**src/rtl/i2c_pkg.sv**
```systemverilog
// Shared I2C definitions for the target and the initiator.
// Contents: FSM state encoding, R/W bit values, ACK/NACK bit values, common widths.
package i2c_pkg;

    localparam int unsigned BYTE_W    = 8;
    localparam int unsigned ADDR7_W   = 7;
    localparam int unsigned BIT_CNT_W = 4;

    localparam logic SET_READ_BIT  = 1'b1;
    localparam logic SET_WRITE_BIT = 1'b0;
    localparam logic ACK_BIT       = 1'b0;
    localparam logic NACK_BIT      = 1'b1;

    typedef enum logic [2:0] {
        IDLE,
        ADDR,
        ADDR_ACK,
        RX_BYTE,
        RX_ACK,
        TX_BYTE,
        TX_ACK,
        WAIT_STOP
    } i2c_state_e;

endpackage

```
**src/rtl/i2c_in_filter.sv**
```systemverilog
// Input conditioning for one I2C line: 2-FF synchroniser, optional glitch
// filter, and rise/fall flags of the conditioned level.
// Build option: `I2C_TARGET_GLITCH_FILTER_EN adds a FILTER_LEN-sample
// agreement filter after the synchroniser.
// Ports:
//   clk, reset  system clock, synchronous active-high reset
//   raw         asynchronous pin input
//   level       conditioned line level (registered)
//   rise_c      level rose this clk (combinational)
//   fall_c      level fell this clk (combinational)
module i2c_in_filter #(
    parameter int unsigned FILTER_LEN = 4
) (
    input  logic clk,
    input  logic reset,
    input  logic raw,
    output logic level,
    output logic rise_c,
    output logic fall_c
);

    logic sync_q1;
    logic sync_q2;
    logic prev_q;

    // Idle I2C lines sit high, so everything resets to 1.
    always_ff @(posedge clk) begin
        if (reset) begin
            sync_q1 <= 1'b1;
            sync_q2 <= 1'b1;
        end else begin
            sync_q1 <= raw;
            sync_q2 <= sync_q1;
        end
    end

    // A zero-length filter is not a valid configuration.
    if (FILTER_LEN == 0) begin : g_bad_filter_len
    end

`ifdef I2C_TARGET_GLITCH_FILTER_EN
    localparam int unsigned CNT_W = (FILTER_LEN > 1) ? $clog2(FILTER_LEN) : 1;

    logic [CNT_W-1:0] cnt_q;
    logic             filt_q;

    // Accept a new level only after FILTER_LEN consecutive differing samples.
    always_ff @(posedge clk) begin
        if (reset) begin
            filt_q <= 1'b1;
            cnt_q  <= '0;
        end else if (sync_q2 == filt_q) begin
            cnt_q <= '0;
        end else if (cnt_q == CNT_W'(FILTER_LEN - 1)) begin
            filt_q <= sync_q2;
            cnt_q  <= '0;
        end else begin
            cnt_q <= cnt_q + CNT_W'(1);
        end
    end

    assign level = filt_q;
`else
    assign level = sync_q2;
`endif

    // Previous conditioned sample for edge detection.
    always_ff @(posedge clk) begin
        if (reset) begin
            prev_q <= 1'b1;
        end else begin
            prev_q <= level;
        end
    end

    assign rise_c = level & ~prev_q;
    assign fall_c = ~level & prev_q;

endmodule

```
**src/rtl/i2c_target.sv**
```systemverilog
// I2C target for the HDMI control bus. Detects START/STOP/repeated START,
// matches a 7-bit address, and bridges writes/reads onto a byte register port.
// SDA is open drain: sda_oe=1 pulls low, 0 releases.
// Build option: `I2C_TARGET_GLITCH_FILTER_EN enables the input glitch filter.
// Ports:
//   clk, reset       system clock, synchronous active-high reset
//   scl_in, sda_in   raw bus pins
//   sda_oe           SDA pull-down enable
//   reg_wr, reg_rd   one-clk register write / fetch strobes
//   reg_addr         register pointer
//   reg_wdata        write data
//   reg_rdata        read data, valid the clk after reg_rd
//   busy             addressed transfer in progress
module i2c_target
    import i2c_pkg::*;
#(
    parameter logic [ADDR7_W-1:0] TARGET_ADDR = 7'h69,
    parameter int unsigned        FILTER_LEN  = 4
) (
    input  logic              clk,
    input  logic              reset,
    input  logic              scl_in,
    input  logic              sda_in,
    output logic              sda_oe,
    output logic              reg_wr,
    output logic              reg_rd,
    output logic [BYTE_W-1:0] reg_addr,
    output logic [BYTE_W-1:0] reg_wdata,
    input  logic [BYTE_W-1:0] reg_rdata,
    output logic              busy
);

    localparam logic [BIT_CNT_W-1:0] LAST_BIT = BIT_CNT_W'(BYTE_W);
    localparam logic [BIT_CNT_W-1:0] PRE_LAST = BIT_CNT_W'(BYTE_W - 1);

    logic scl_level, scl_rise_c, scl_fall_c;
    logic sda_level, sda_rise_c, sda_fall_c;
    logic start_c, stop_c;

    i2c_in_filter #(.FILTER_LEN(FILTER_LEN)) u_scl_filter (
        .clk    (clk),
        .reset  (reset),
        .raw    (scl_in),
        .level  (scl_level),
        .rise_c (scl_rise_c),
        .fall_c (scl_fall_c)
    );

    i2c_in_filter #(.FILTER_LEN(FILTER_LEN)) u_sda_filter (
        .clk    (clk),
        .reset  (reset),
        .raw    (sda_in),
        .level  (sda_level),
        .rise_c (sda_rise_c),
        .fall_c (sda_fall_c)
    );

    // An SDA edge coinciding with an SCL rise is a data bit, not a condition.
    assign start_c = sda_fall_c & scl_level & ~scl_rise_c;
    assign stop_c  = sda_rise_c & scl_level & ~scl_rise_c;

    i2c_state_e             state_q, state_d;
    logic [BIT_CNT_W-1:0]   bit_cnt_q, bit_cnt_d;
    logic [BYTE_W-1:0]      shift_q, shift_d;
    logic [BYTE_W-1:0]      shifted_c;
    logic                   rw_q, rw_d;
    logic                   first_byte_q, first_byte_d;
    logic                   sda_oe_d, reg_wr_d, reg_rd_d, busy_d;
    logic [BYTE_W-1:0]      reg_addr_d, reg_wdata_d;

    assign shifted_c = {shift_q[BYTE_W-2:0], sda_level};

    always_ff @(posedge clk) begin
        if (reset) begin
            state_q      <= IDLE;
            bit_cnt_q    <= '0;
            shift_q      <= '0;
            rw_q         <= 1'b0;
            first_byte_q <= 1'b0;
            sda_oe       <= 1'b0;
            reg_wr       <= 1'b0;
            reg_rd       <= 1'b0;
            reg_addr     <= '0;
            reg_wdata    <= '0;
            busy         <= 1'b0;
        end else begin
            state_q      <= state_d;
            bit_cnt_q    <= bit_cnt_d;
            shift_q      <= shift_d;
            rw_q         <= rw_d;
            first_byte_q <= first_byte_d;
            sda_oe       <= sda_oe_d;
            reg_wr       <= reg_wr_d;
            reg_rd       <= reg_rd_d;
            reg_addr     <= reg_addr_d;
            reg_wdata    <= reg_wdata_d;
            busy         <= busy_d;
        end
    end

    // Bus protocol: conditions first, then bit handling on SCL edges.
    always_comb begin
        state_d      = state_q;
        bit_cnt_d    = bit_cnt_q;
        shift_d      = shift_q;
        rw_d         = rw_q;
        first_byte_d = first_byte_q;
        sda_oe_d     = sda_oe;
        reg_wr_d     = 1'b0;
        reg_rd_d     = 1'b0;
        reg_addr_d   = reg_addr;
        reg_wdata_d  = reg_wdata;
        busy_d       = busy;

        // Pointer advances the clk after the write strobe so the strobe sees the old address.
        if (reg_wr) begin
            reg_addr_d = reg_addr + BYTE_W'(1);
        end

        if (start_c) begin
            state_d   = ADDR;
            bit_cnt_d = '0;
            sda_oe_d  = 1'b0;
        end else if (stop_c) begin
            state_d  = IDLE;
            sda_oe_d = 1'b0;
            busy_d   = 1'b0;
        end else begin
            unique case (state_q)
                IDLE: begin
                end

                ADDR: begin
                    if (scl_rise_c) begin
                        shift_d   = shifted_c;
                        bit_cnt_d = bit_cnt_q + BIT_CNT_W'(1);
                    end else if (scl_fall_c && bit_cnt_q == LAST_BIT) begin
                        if (shift_q[BYTE_W-1:1] == TARGET_ADDR) begin
                            state_d  = ADDR_ACK;
                            sda_oe_d = ~ACK_BIT;
                            busy_d   = 1'b1;
                            rw_d     = shift_q[0];
                            reg_rd_d = (shift_q[0] == SET_READ_BIT);
                        end else begin
                            state_d = WAIT_STOP;
                        end
                    end
                end

                ADDR_ACK: begin
                    if (scl_fall_c) begin
                        if (rw_q == SET_WRITE_BIT) begin
                            state_d      = RX_BYTE;
                            sda_oe_d     = 1'b0;
                            bit_cnt_d    = '0;
                            first_byte_d = 1'b1;
                        end else begin
                            // First read bit goes out on the same SCL fall that ends the ACK.
                            state_d   = TX_BYTE;
                            sda_oe_d  = ~reg_rdata[BYTE_W-1];
                            shift_d   = {reg_rdata[BYTE_W-2:0], 1'b0};
                            bit_cnt_d = BIT_CNT_W'(1);
                        end
                    end
                end

                RX_BYTE: begin
                    if (scl_rise_c) begin
                        shift_d   = shifted_c;
                        bit_cnt_d = bit_cnt_q + BIT_CNT_W'(1);
                        if (bit_cnt_q == PRE_LAST) begin
                            if (first_byte_q) begin
                                reg_addr_d   = shifted_c;
                                first_byte_d = 1'b0;
                            end else begin
                                reg_wr_d    = 1'b1;
                                reg_wdata_d = shifted_c;
                            end
                        end
                    end else if (scl_fall_c && bit_cnt_q == LAST_BIT) begin
                        state_d  = RX_ACK;
                        sda_oe_d = ~ACK_BIT;
                    end
                end

                RX_ACK: begin
                    if (scl_fall_c) begin
                        state_d   = RX_BYTE;
                        sda_oe_d  = 1'b0;
                        bit_cnt_d = '0;
                    end
                end

                TX_BYTE: begin
                    if (scl_fall_c) begin
                        if (bit_cnt_q == LAST_BIT) begin
                            state_d  = TX_ACK;
                            sda_oe_d = 1'b0;
                        end else begin
                            sda_oe_d  = ~shift_q[BYTE_W-1];
                            shift_d   = {shift_q[BYTE_W-2:0], 1'b0};
                            bit_cnt_d = bit_cnt_q + BIT_CNT_W'(1);
                        end
                    end
                end

                TX_ACK: begin
                    if (scl_rise_c) begin
                        if (sda_level == NACK_BIT) begin
                            state_d = WAIT_STOP;
                        end else begin
                            reg_addr_d = reg_addr + BYTE_W'(1);
                            reg_rd_d   = 1'b1;
                        end
                    end else if (scl_fall_c) begin
                        state_d   = TX_BYTE;
                        sda_oe_d  = ~reg_rdata[BYTE_W-1];
                        shift_d   = {reg_rdata[BYTE_W-2:0], 1'b0};
                        bit_cnt_d = BIT_CNT_W'(1);
                    end
                end

                WAIT_STOP: begin
                    sda_oe_d = 1'b0;
                end

                default: begin
                    state_d  = IDLE;
                    sda_oe_d = 1'b0;
                end
            endcase
        end
    end

endmodule

```
**config.mk**
```make
export PLATFORM = sky130hd
export DESIGN_NAME = i2c_target
export DESIGN_NICKNAME = d
export VERILOG_FILES = /design/src/rtl/i2c_pkg.sv /design/src/rtl/i2c_in_filter.sv /design/src/rtl/i2c_target.sv
export SDC_FILE = /design/constraint.sdc
export NUM_CORES = 1
export LEC_CHECK = 0
export CAP_MARGIN = 20
export CORE_UTILIZATION = 30
export DETAILED_ROUTE_END_ITERATION = 10
export PLACE_DENSITY = 0.6
export SLEW_MARGIN = 20
export SYNTH_ARGS = -nofsm -noshare
export SYNTH_HDL_FRONTEND = slang
export SYNTH_SLANG_ARGS = --single-unit
```
**constraint.sdc**
```tcl
create_clock -name clk -period 2.94 [get_ports clk]
set_clock_uncertainty 0.15 [all_clocks]
set_input_delay 0.588 -clock clk [delete_from_list [all_inputs] [get_ports clk]]
set_output_delay 0.588 -clock clk [all_outputs]
set_load 0.05 [all_outputs]
```
==> results.yml <==
drt:
  firstDrtPassIters: 5
  avgRoutedWirePerCell_um: 15.1
  ant_nets: 0
  vias: 2357
  drc: 0
  wl_um: 6460
  post_drt_via_cell_ratio: 5.49
  drt-initial-drc-count: 195
synthesis:
  ys_seq_area_share_pct: 34.7
  synth-edff-count: 0
  async_flop_share_pct: 0
  ys_types: 58
  syn-cell-area_um2: 2480
  avgSynthCellArea_um2: 8.27
  syn_nets: 318
  ys_warn_count: 0
  ys_ff_latch: 43
  synth-main-ff-cell: "dfxtp_1"
  synth_cells: 300
clock_network:
  clock_sinks: 43
  htree_levels: 2
  cts_buffer_depth: 2
  ctsResizeCount: 0
  post_cts_buffers: 0
  cts-buffers-inserted: 5
  clk_latency_ns: 0.30
  path_clk_slew_ns: 0.09
  cts_hold_buffers: 0
  clockRootBuffer: "clkbuf_8"
  cts_tree: "built"
timing:
  fin_crit_sh_pct: 87.7
  worst_slack_ns: 0.362
  max_clock_freq_mhz: 388
  final-hold-violation-count: 0
  period_needed_ns: 2.58
  rsz0062_at_grt: "no"
  setup_viol: 0
  setup_tns_ns: 0
  tightest_slew_ns: 0.798
  slew_violations: 0
  slew_headroom_pct: 46.3
global_routing:
  met1_usage_pct: 21.2
  grt_use_met3_pct: 2.87
  antenna_found_initial: 0
  grt_use_total_pct: 15.2
  grt.overflow.total: 0
  grt_pass1_vias: 2103
  use_met2_pct: 23.6
  grt_max_degree: 41
  top_usage_layer: "met2"
  grt_first_pass_wirelength_um: 10400
layout:
  nets: 344
  layout-drive-gt1-share_pct: 8.56
  layout_commonest_cell: "dfxtp_1"
  area.growth.synth_to_final_pct: 19.0
  final_cell_mix: "43 x dfxtp_1, 37 x nor2_1, 31 x clkdlybuf4s50_1"
  n_antenna_cell: 0
min_path:
  hold_end: "u_sda_filter.level$_SDFF_PP1_"
  hold_path_depth: 1
  hold_class: "flop to flop"
  min_from: "u_sda_filter.sync_q1$_SDFF_PP1_"
floorplan:
  initial_utilization_pct: 31.6
  die_w_um: 93.0
  std_cell_rows: 32
  coreArea_um2: 7850
  die_h_um: 93.0
  pin_count: 32
  dieArea_um2: 8640
setup_path:
  r2r_end: "bit_cnt_q[3]$_SDFFE_PP0P_"
  r2r-start: "state_q[2]$_SDFFE_PP0P_"
  path_depth: 6
  worst_setup_path_start_kind: "flop"
  crit_slowest_cell: "or4_1"
  worstPathArrival_ns: 2.67
  path_cells: "buf_4 > and2b_1 > o2bb2ai_1 > or4_1 > or4_1 > a21oi_1"
  crit_type: "flop to flop"
  r2r_setup_slack_ns: 0.36
  worst_r2r_path_depth: 6
  cp_top_family: "simple AND/OR/NAND/NOR gates"
  cp.required_ns: 3.03
  crit_top_cell: "or4_1"
  path_max_fanout: 14
  endpoint_kind: "flop"
  cpPeakStageDelay_ns: 0.67
  path_buf_inv: 1
placed_design:
  pre_cts_slack_ns: 0.405
  io_buffers: 31
  dp_hpwl_um: 4490
  gp_congestion: 0.897
power:
  pwr_density_cell_nw_per_um2: 582
  leakagePower_nw: 1.08
  vdd.ir_drop.worst_mv: 0.226
  finalPower_mw: 1.72
outcome:
  status: "completed"
flow_run:
  timing.max_cap.violations: 0
==> kinds of logic (layout without fill, tap and decap cells) <==
kind of cell,count (synthesis),count (layout),synth area share [%]
simple gates,134,134,28.7
fa+ha+maj,6,6,3.02
buf+inv,29,56,6.05
xor+xnor,9,9,3.18
mux,11,11,4.54
flops,43,43,34.7
compound gates,68,68,19.8
==> power by group <==
part	total (mW)	internal [mW]	switching, mW
combinational	0.604	0.239	0.365
sequential	0.714	0.632	0.0821
clock	0.400	0.170	0.229
==> state kept, by name (all words and copies together), names as in the netlist, 3 cells and up <==
register / count
bit_cnt_q: 4
reg_addr: 8
reg_wdata: 8
shift_q: 8
state_q: 3
==> per-layer routing <==
layer / routed length [µm] / up-vias
met1: 3050 / 1120
met2: 3000 / 81
met3: 324 / 6
li1: - / 1150
met5: 0 / -
met4: 78 / 0
==> worst max path at each step <==
stage | start | to
6_report | state_q[2]$_SDFFE_PP0P_ | bit_cnt_q[3]$_SDFFE_PP0P_
5_1_grt | u_scl_filter.level$_SDFF_PP1_ | shift_q[3]$_SDFFE_PP0P_
4_1_cts | u_scl_filter.level$_SDFF_PP1_ | bit_cnt_q[3]$_SDFFE_PP0P_
3_5_place_dp | u_scl_filter.level$_SDFF_PP1_ | bit_cnt_q[3]$_SDFFE_PP0P_
3_3_place_gp | u_scl_filter.level$_SDFF_PP1_ | bit_cnt_q[3]$_SDFFE_PP0P_
2_1_floorplan | bit_cnt_q[0]$_SDFFE_PP0P_ | bit_cnt_q[3]$_SDFFE_PP0P_
==> cells in the mapped netlist, types with 3 or more instances <==
cell type / n / share of area [%]
a211oi_1: 3 / 0.91
a21oi_1: 13 / 2.6
a221oi_1: 3 / 1.1
a222oi_1: 3 / 1.2
a311oi_1: 8 / 2.8
a31oi_1: 3 / 0.76
buf_2: 4 / 0.81
clkbuf_1: 10 / 1.5
dfxtp_1: 43 / 35
ha_1: 6 / 3.0
inv_1: 10 / 1.5
mux2i_1: 9 / 3.6
nand2_1: 19 / 2.9
nand2b_1: 9 / 2.3
nand3_1: 17 / 3.4
nand4_1: 4 / 1.0
nand4bb_1: 3 / 1.4
nor2_1: 37 / 5.6
nor2b_1: 6 / 1.5
nor3_1: 9 / 1.8
o21ai_0: 12 / 2.4
o22ai_1: 3 / 0.76
or2_2: 8 / 2.0
or3_1: 4 / 1.0
or4_1: 5 / 1.5
xnor2_1: 3 / 1.1
xor2_1: 6 / 2.1
==> metrics by stage <==
stage          hold slack (ns)  std cells  util [%]  area [µm²]
3_3_place_gp             0.242        421      36.4        2860
6_report                 0.263        429      37.6        2950
2_1_floorplan            0.239        300         -        2480
5_1_grt                  0.285        429      37.6        2950
3_5_place_dp             0.245        421      36.4        2860
4_1_cts                  0.266        429      37.6        2950
==> area by class of cell <==
class,count,area [µm²]
tap,102,128
fill,831,4890
multi-input combinational,228,1470
timing repair buffer,38,363
clock inverter,3,23.8
clock buffer,5,68.8
inverter,10,37.5
sequential,43,861
Note: power is estimated with default switching activity, not from simulation.
